File: config.mk
export PLATFORM = sky130hd
export DESIGN_NAME = soft_error_handler_flat
export DESIGN_NICKNAME = d
export VERILOG_FILES = /design/src/rtl/soft_error_handler_if.sv /design/src/rtl/soft_error_handler.sv /design/src/flat_wrapper.sv
export SDC_FILE = /design/constraint.sdc
export NUM_CORES = 1
export LEC_CHECK = 0
export BUFFER_PORTS_ARGS = -buffer_cell sky130_fd_sc_hd__buf_2
export CORE_MARGIN = 4
export CORE_UTILIZATION = 45
export DETAILED_ROUTE_END_ITERATION = 6
export GPL_ROUTABILITY_DRIVEN = 0
export PLACE_DENSITY_LB_ADDON = 0.25
export REMOVE_ABC_BUFFERS = 1
export SLEW_MARGIN = 10
export SYNTH_ARGS = -nofsm -noshare
export SYNTH_HDL_FRONTEND = slang
export SYNTH_SLANG_ARGS = --single-unit
File: constraint.sdc
create_clock -name clk -period 2.1 [get_ports clk]
set_clock_uncertainty 0.05 [all_clocks]
set_input_delay 0.42 -clock clk [delete_from_list [all_inputs] [get_ports clk]]
set_output_delay 0.42 -clock clk [all_outputs]
set_load 0.01 [all_outputs]
File: src/rtl/soft_error_handler_if.sv
// Stream and retry handshake between the parity checker, the soft-error
// handler and the downstream consumer. The handler connects to the slave
// modport. The bench or the surrounding logic connects to the master modport.
interface soft_error_handler_if #(
    parameter int DATA_SIZE = 32
);
    logic                 in_valid;
    logic [DATA_SIZE-1:0] in_data;
    logic                 in_error;
    logic                 in_ready;
    logic                 out_valid;
    logic [DATA_SIZE-1:0] out_data;
    logic                 out_ready;
    logic                 retry_req;
    logic                 retry_ack;

    modport slave (
        input  in_valid, in_data, in_error, out_ready, retry_ack,
        output in_ready, out_valid, out_data, retry_req
    );

    modport master (
        output in_valid, in_data, in_error, out_ready, retry_ack,
        input  in_ready, out_valid, out_data, retry_req
    );
endinterface

File: src/rtl/soft_error_handler.sv
// Soft-error handler. It passes clean words downstream through a one-entry
// output register. Each errored word is dropped and counted, and upstream is
// asked to resend it. When THRESHOLD errored words arrive back to back, a
// sticky alarm is raised, and only the clear input removes it.
// Optional feature: define SOFT_ERR_CAPTURE_EN to add the err_data output.
// err_data holds the first errored word seen since reset or clear.
module soft_error_handler #(
    parameter int DATA_SIZE = 32,
    parameter int ERR_CNT_W = 8,
    parameter int THRESHOLD = 4
) (
    input  logic                 clk,
    input  logic                 reset_n,
    soft_error_handler_if.slave  bus,
    input  logic                 clear,
    output logic [ERR_CNT_W-1:0] err_count,
    output logic                 alarm
`ifdef SOFT_ERR_CAPTURE_EN
    ,
    output logic [DATA_SIZE-1:0] err_data
`endif
);

    localparam int          CONS_W   = 4;
    localparam logic [CONS_W-1:0] THRESH_C = CONS_W'(THRESHOLD);

    typedef enum logic [1:0] {
        PASS  = 2'd0,
        RETRY = 2'd1,
        ALARM = 2'd2
    } state_e;

    state_e                 state_q,     state_d;
    logic                   out_valid_q, out_valid_d;
    logic [DATA_SIZE-1:0]   out_data_q,  out_data_d;
    logic [ERR_CNT_W-1:0]   err_count_q, err_count_d;
    logic [CONS_W-1:0]      consec_q,    consec_d;
    logic                   alarm_q,     alarm_d;
    logic                   retry_req_q, retry_req_d;
`ifdef SOFT_ERR_CAPTURE_EN
    logic [DATA_SIZE-1:0]   err_data_q,  err_data_d;
`endif

    logic                   in_ready;
    logic                   accept;
    logic [CONS_W-1:0]      consec_inc;

    // A new word may enter only in PASS, and only if the output register is
    // empty or is being drained in this cycle.
    assign in_ready   = (state_q == PASS) && (!out_valid_q || bus.out_ready);
    assign accept     = bus.in_valid && in_ready;
    assign consec_inc = consec_q + CONS_W'(1);

    assign bus.in_ready  = in_ready;
    assign bus.out_valid = out_valid_q;
    assign bus.out_data  = out_data_q;
    assign bus.retry_req = retry_req_q;
    assign err_count     = err_count_q;
    assign alarm         = alarm_q;
`ifdef SOFT_ERR_CAPTURE_EN
    assign err_data      = err_data_q;
`endif

    // Next-state logic: output drain, accept handling, retry handshake and clear.
    always_comb begin
        // NOTE: every _d signal gets a hold value first, so a path that does not
        // assign it cannot infer a latch.
        state_d     = state_q;
        out_valid_d = out_valid_q;
        out_data_d  = out_data_q;
        err_count_d = err_count_q;
        consec_d    = consec_q;
        alarm_d     = alarm_q;
        retry_req_d = retry_req_q;
`ifdef SOFT_ERR_CAPTURE_EN
        err_data_d  = err_data_q;
`endif

        // Downstream takes the held word. clear does not touch this path.
        if (out_valid_q && bus.out_ready) begin
            out_valid_d = 1'b0;
        end

        if (clear) begin
            // clear overrides a same-cycle accept and retry_ack. The word
            // offered in this cycle is discarded.
            state_d     = PASS;
            err_count_d = '0;
            consec_d    = '0;
            alarm_d     = 1'b0;
            retry_req_d = 1'b0;
`ifdef SOFT_ERR_CAPTURE_EN
            err_data_d  = '0;
`endif
        end else begin
            unique case (state_q)
                PASS: begin
                    if (accept) begin
                        if (!bus.in_error) begin
                            out_valid_d = 1'b1;
                            out_data_d  = bus.in_data;
                            consec_d    = '0;
                        end else begin
                            if (err_count_q != '1) begin
                                err_count_d = err_count_q + ERR_CNT_W'(1);
                            end
                            consec_d = consec_inc;
`ifdef SOFT_ERR_CAPTURE_EN
                            // The counter saturates and never wraps, so zero
                            // means no error has been seen since reset or clear.
                            if (err_count_q == '0) begin
                                err_data_d = bus.in_data;
                            end
`endif
                            if (consec_inc == THRESH_C) begin
                                state_d = ALARM;
                                alarm_d = 1'b1;
                            end else begin
                                state_d     = RETRY;
                                retry_req_d = 1'b1;
                            end
                        end
                    end
                end
                RETRY: begin
                    if (bus.retry_ack) begin
                        state_d     = PASS;
                        retry_req_d = 1'b0;
                    end
                end
                ALARM: begin
                    // Only clear leaves ALARM. retry_ack and in_valid are ignored here.
                    retry_req_d = 1'b0;
                end
                default: begin
                    state_d = PASS;
                end
            endcase
        end
    end

    // State and datapath registers, with asynchronous reset to idle.
    always_ff @(posedge clk or negedge reset_n) begin
        // NOTE: sequential state uses non-blocking assignments only, so every
        // flop samples the values from before the edge.
        if (!reset_n) begin
            state_q     <= PASS;
            out_valid_q <= 1'b0;
            // NOTE: the data register is reset as well, because out_data must
            // read 0 while reset is asserted.
            out_data_q  <= '0;
            err_count_q <= '0;
            consec_q    <= '0;
            alarm_q     <= 1'b0;
            retry_req_q <= 1'b0;
`ifdef SOFT_ERR_CAPTURE_EN
            err_data_q  <= '0;
`endif
        end else begin
            state_q     <= state_d;
            out_valid_q <= out_valid_d;
            out_data_q  <= out_data_d;
            err_count_q <= err_count_d;
            consec_q    <= consec_d;
            alarm_q     <= alarm_d;
            retry_req_q <= retry_req_d;
`ifdef SOFT_ERR_CAPTURE_EN
            err_data_q  <= err_data_d;
`endif
        end
    end

endmodule
File: src/flat_wrapper.sv
// flat-port wrapper written by rule: the top's interface ports become plain ports
module soft_error_handler_flat 
#(
    parameter int DATA_SIZE = 32,
    parameter int ERR_CNT_W = 8,
    parameter int THRESHOLD = 4
)
  (clk, reset_n, clear, err_count, alarm, bus_in_valid, bus_in_data, bus_in_error, bus_out_ready, bus_retry_ack, bus_in_ready, bus_out_valid, bus_out_data, bus_retry_req);
  soft_error_handler_if #(.DATA_SIZE(DATA_SIZE)) bus_i ();
  input  logic clk;
  input  logic reset_n;
  input  logic clear;
  output logic [ERR_CNT_W-1:0] err_count;
  output logic alarm;
  input wire logic [$bits(bus_i.in_valid)-1:0] bus_in_valid;
  input wire logic [$bits(bus_i.in_data)-1:0] bus_in_data;
  input wire logic [$bits(bus_i.in_error)-1:0] bus_in_error;
  input wire logic [$bits(bus_i.out_ready)-1:0] bus_out_ready;
  input wire logic [$bits(bus_i.retry_ack)-1:0] bus_retry_ack;
  output wire logic [$bits(bus_i.in_ready)-1:0] bus_in_ready;
  output wire logic [$bits(bus_i.out_valid)-1:0] bus_out_valid;
  output wire logic [$bits(bus_i.out_data)-1:0] bus_out_data;
  output wire logic [$bits(bus_i.retry_req)-1:0] bus_retry_req;
  assign bus_i.in_valid = bus_in_valid;
  assign bus_i.in_data = bus_in_data;
  assign bus_i.in_error = bus_in_error;
  assign bus_i.out_ready = bus_out_ready;
  assign bus_i.retry_ack = bus_retry_ack;
  assign bus_in_ready = bus_i.in_ready;
  assign bus_out_valid = bus_i.out_valid;
  assign bus_out_data = bus_i.out_data;
  assign bus_retry_req = bus_i.retry_req;
  soft_error_handler #(.DATA_SIZE(DATA_SIZE), .ERR_CNT_W(ERR_CNT_W), .THRESHOLD(THRESHOLD)) u_core (.clk(clk), .reset_n(reset_n), .bus(bus_i), .clear(clear), .err_count(err_count), .alarm(alarm));
endmodule
==> results <==
- The part of the total power dissipated in the clock network is 20.6%.
- The capture point of the worst reg-to-reg path is u_core.bus.out_data[28].
- The startpoint type of the worst setup path is a flip-flop.
- Power spread over the standard cell area amounts to 873 nW/um2.
- The end point of the most critical hold path is u_core.bus.out_data[4].
- The count of yosys warnings during synthesis is 0.
- The number of max-slew violations in the final report was 0.
- The buffer depth of the longest clock path is 2.
- The run finished with clean final reports.
- The clock input transition at the sequential cells of the worst setup and hold paths is 90 ps.
- Entering global routing, the biggest net connects 33 pins.
- The TritonCTS buffer count is 5.
- The count of input and output buffers is 82.
- The library cells used most frequently in the layout, excluding fill and tap cells, are buf_2, dfrtp_1, mux2_4, a21oi_1, nand2_1.
- The final cycle utilization of the critical path is 96.2%.
- The synthesized netlist devotes 12.9% of its cell area to simple gates.
- STA classifies the critical path endpoint as a flip-flop.
- Summed over all cells, the static leakage comes to 0.00150 uW.
- The clock sink count is 49.
- Setup repair after global routing left no endpoint under its margin.
- Setup violations remaining at the end of the flow were counted as 0.
- The worst setup path is of the reg -> reg kind.
- The clock insertion delay at the later pin of the skew report is 290 ps.
- The number of endpoints with negative hold slack in the final report is 0.
- The synthesized netlist devotes 6.93% of its cell area to compound gates.
- The multiplexer area fraction after synthesis is 20.9%.
- The iteration count of the initial detailed-routing pass is 4.
- The hold path startpoint is bus_in_data[4].
- Dividing the detail-routed wire length by the instance count gives 14.2 um.
- The depth of the most critical reg-to-reg path is 6.
- The floorplan step set the die height to 80.5 um.
- Sequential cells burn 49.1% of the power.
- The synthesized netlist cell count is 179.
- The adder-cell area share of the yosys netlist is 2.65%.
- The max-capacitance violation count is 0.
- For this run, the leading register cell type out of synthesis is dfrtp_1.
- The tree is rooted in a clkbuf_8.
- For this run, the top clock speed supported by timing is 0.495 GHz.
- Setup total negative slack on the finished layout was measured at 0 ps.
- At the pin with the least slew margin, the transition time is 429 ps.
- The CTS tree is built.
- The starting DRC count in detailed routing is 89.
- Along the worst path, the maximum fanout reaches 32.
- The post-synth design cell area is 2360 um2.
- Leaving out fill and tap cells, the most frequent cell in the layout is buf_2.
- The flip-flop and latch area is 1230 um2.
- The internal power component is 1820 uW.
- The average instance in the mapped netlist occupies 13.2 um2.
- The footprint of the multi-input gates is 1030 um2.
- For this design the total switching power over the nets is 737 uW.
- Across all hold checks on the routed design, the worst slack comes to 297 ps.
- In this run, distinct cell masters in the synthesized netlist total 37.
- The top-level I/O count is 83.
- In this run the number of H-tree levels came out at 2.
- The final layout contains routed wiring with a total length of 4820 um.
- The post-cts repair resize count is 0.
- The sequential cell area fraction in the yosys report is 51.9%.
- The worst-case vdd ir drop is 507 uV.
- The global route total overflow is 0.
- After synthesis, the largest family of logic cells by area is multiplexers.
- The die covers 6480 um2.
- The die is 80.5 um wide.
- The fraction of final layout cells sized beyond drive strength 1 is 49.6%.
- The detail-routed via count per cell is 5.06.
- The initial antenna violation count is 0.
- The combinational share of power is 30.3%.
- The number of filler instances in the final layout is 447.
- Summing the areas of all xor and xnor instances in the mapped netlist gives 0% of the synthesized area.
- The worst register-to-register path begins at u_core.state_q[1].
- The area growth from synthesis to layout is 23.9%.
- The share of flip-flops with an asynchronous set or reset is 100%.
- The number of cells traversed by the worst hold path is 2.
- The post-detailed-route DRC marker count is 0.
- For this configuration, the core starts out at a cell density of 46.3%.
- After floorplanning, the core was sized to cover 5110 um2.
- Once detail routing completed, the nets flagged for antenna violations numbered 0.
- The worst-case register-to-register setup slack is 80 ps.
- The first global-routing pass estimated 7840 um of wire.
- The final critical-path required period is 2020 ps.
- At the worst endpoint, the required time is 2230 ps.
- The number of enable flip-flop cells after synthesis is 0.
- In this run the worst hold path is classified as in -> reg.
- The detailed router placed 1,720 vias in this run.
- The count of state elements after synthesis is 49.
- Row generation in the floorplan step produced 26 rows.
- At the end of the flow, the number of nets in the layout was 313.
- The number of global-route vias before repair is 1,640.
- The global-route usage over all layers is 15.8%.
- Detailed placement ended at an HPWL of 3580 um.
- Of the total power, the share spent switching nets is 28.8%.
- The number of antenna diodes in the final layout is 0.
- For the worst setup path, the data arrival time is 2150 ps.
- The relative slew slack is 71.3%.
## state kept, by name, summed over array words and instances, names as in the netlist
| name | flops |
|---|---|
| u_core.bus.out_valid | 1 |
| u_core.state_q | 2 |
| u_core.alarm | 1 |
| u_core.bus.retry_req | 1 |
| u_core.err_count | 8 |
| u_core.consec_q | 4 |
| u_core.bus.out_data | 32 |
## critical path, stage by stage, from the launching register on
cell	delay [ps]
dfrtp_1	410
inv_1	90
ha_1	240
nand2_2	120
or4_4	440
buf_12	200
mux2_4	320
## per-stage QoR
stage	util, %	setup slack (ps)	total power, uW	cell area (um2)	cells
after CTS	57.4	93.5	2610	2930	340
after floorplan	-	66.2	1710	2270	171
after detailed placement	55.6	115	2060	2840	331
after global routing	57.4	4.43	2730	2930	340
after global placement	55.6	154	2040	2840	331
final	57.4	80.4	2560	2930	340
## final cells by class
cell class                      instances  share of cell area (%)
Multi-Input combinational cell        118                    35.0
Inverter                                4                   0.512
Clock inverter                          2                   0.342
Timing Repair Buffer                   91                    16.8
Tap cell                               70                    2.99
Sequential cell                        49                    41.8
Clock buffer                            6                    2.48
## power groups by stage
stage	Combinational [uW]	Clock [uW]	Sequential [uW]
after floorplan	356	0	1360
after global placement	767	0	1270
after detailed placement	790	0	1270
after CTS	788	558	1260
after global routing	843	601	1290
final	775	527	1260
## how the worst max path moves through the flow
stage / startpoint / endpoint / slack [ps] / cells after the start
floorplan: u_core.state_q[0] / u_core.bus.out_data[0] / 70 / 5
global placement: u_core.state_q[1] / u_core.bus.out_data[8] / 150 / 6
CTS: u_core.state_q[1] / u_core.bus.out_data[9] / 90 / 6
detailed placement: u_core.state_q[1] / u_core.bus.out_data[25] / 110 / 6
finish: u_core.state_q[1] / u_core.bus.out_data[28] / 80 / 6
global route: u_core.state_q[1] / bus_in_ready / 4 / 6
## per-layer routing
metal  GRT usage [%]  share of wire, %  vias to the layer above
met5               0                 0                        -
met4            4.56              0.83                        0
met3            5.83               8.8                        6
met2            23.8                45                       71
met1            21.1                45                      821
li1                -                 -                      822
## Yosys cell counts, types with 2 or more instances
cell type | instances | area (um2)
a21oi_1 | 12 | 60.1
a31oi_1 | 2 | 12.5
buf_12 | 3 | 60.1
buf_6 | 2 | 22.5
clkbuf_1 | 2 | 7.51
dfrtp_1 | 49 | 1230
ha_1 | 5 | 62.6
inv_1 | 4 | 15.0
mux2_2 | 3 | 33.8
mux2_4 | 30 | 450
nand2_1 | 8 | 30.0
nand2b_1 | 3 | 18.8
nand3_1 | 6 | 30.0
nand4_1 | 2 | 12.5
nor2_1 | 7 | 26.3
nor2b_1 | 2 | 12.5
nor3_1 | 3 | 15.0
nor3b_1 | 3 | 22.5
nor4_1 | 2 | 12.5
nor4b_1 | 2 | 17.5
o21ai_0 | 7 | 35.0
o31ai_1 | 4 | 30.0
or3_1 | 2 | 12.5
or4_1 | 3 | 22.5
## repair_timing
| item | 4_1_cts | 5_1_grt |
|---|---|---|
| hold buffers | 1 | 0 |
| hold endpoints to repair | 13 | 0 |
| buffers inserted | 0 | 0 |
## cell families (layout without fill, tap and decap cells)
group | after synthesis | after routing
and+or+nand+nor | 51 | 51
DFF | 49 | 49
muxes | 34 | 34
AOI/OAI and AO/OA | 28 | 28
buffers and inverters | 12 | 103
adders and majority gates | 5 | 5
Note: power is estimated with default switching activity, not from simulation.
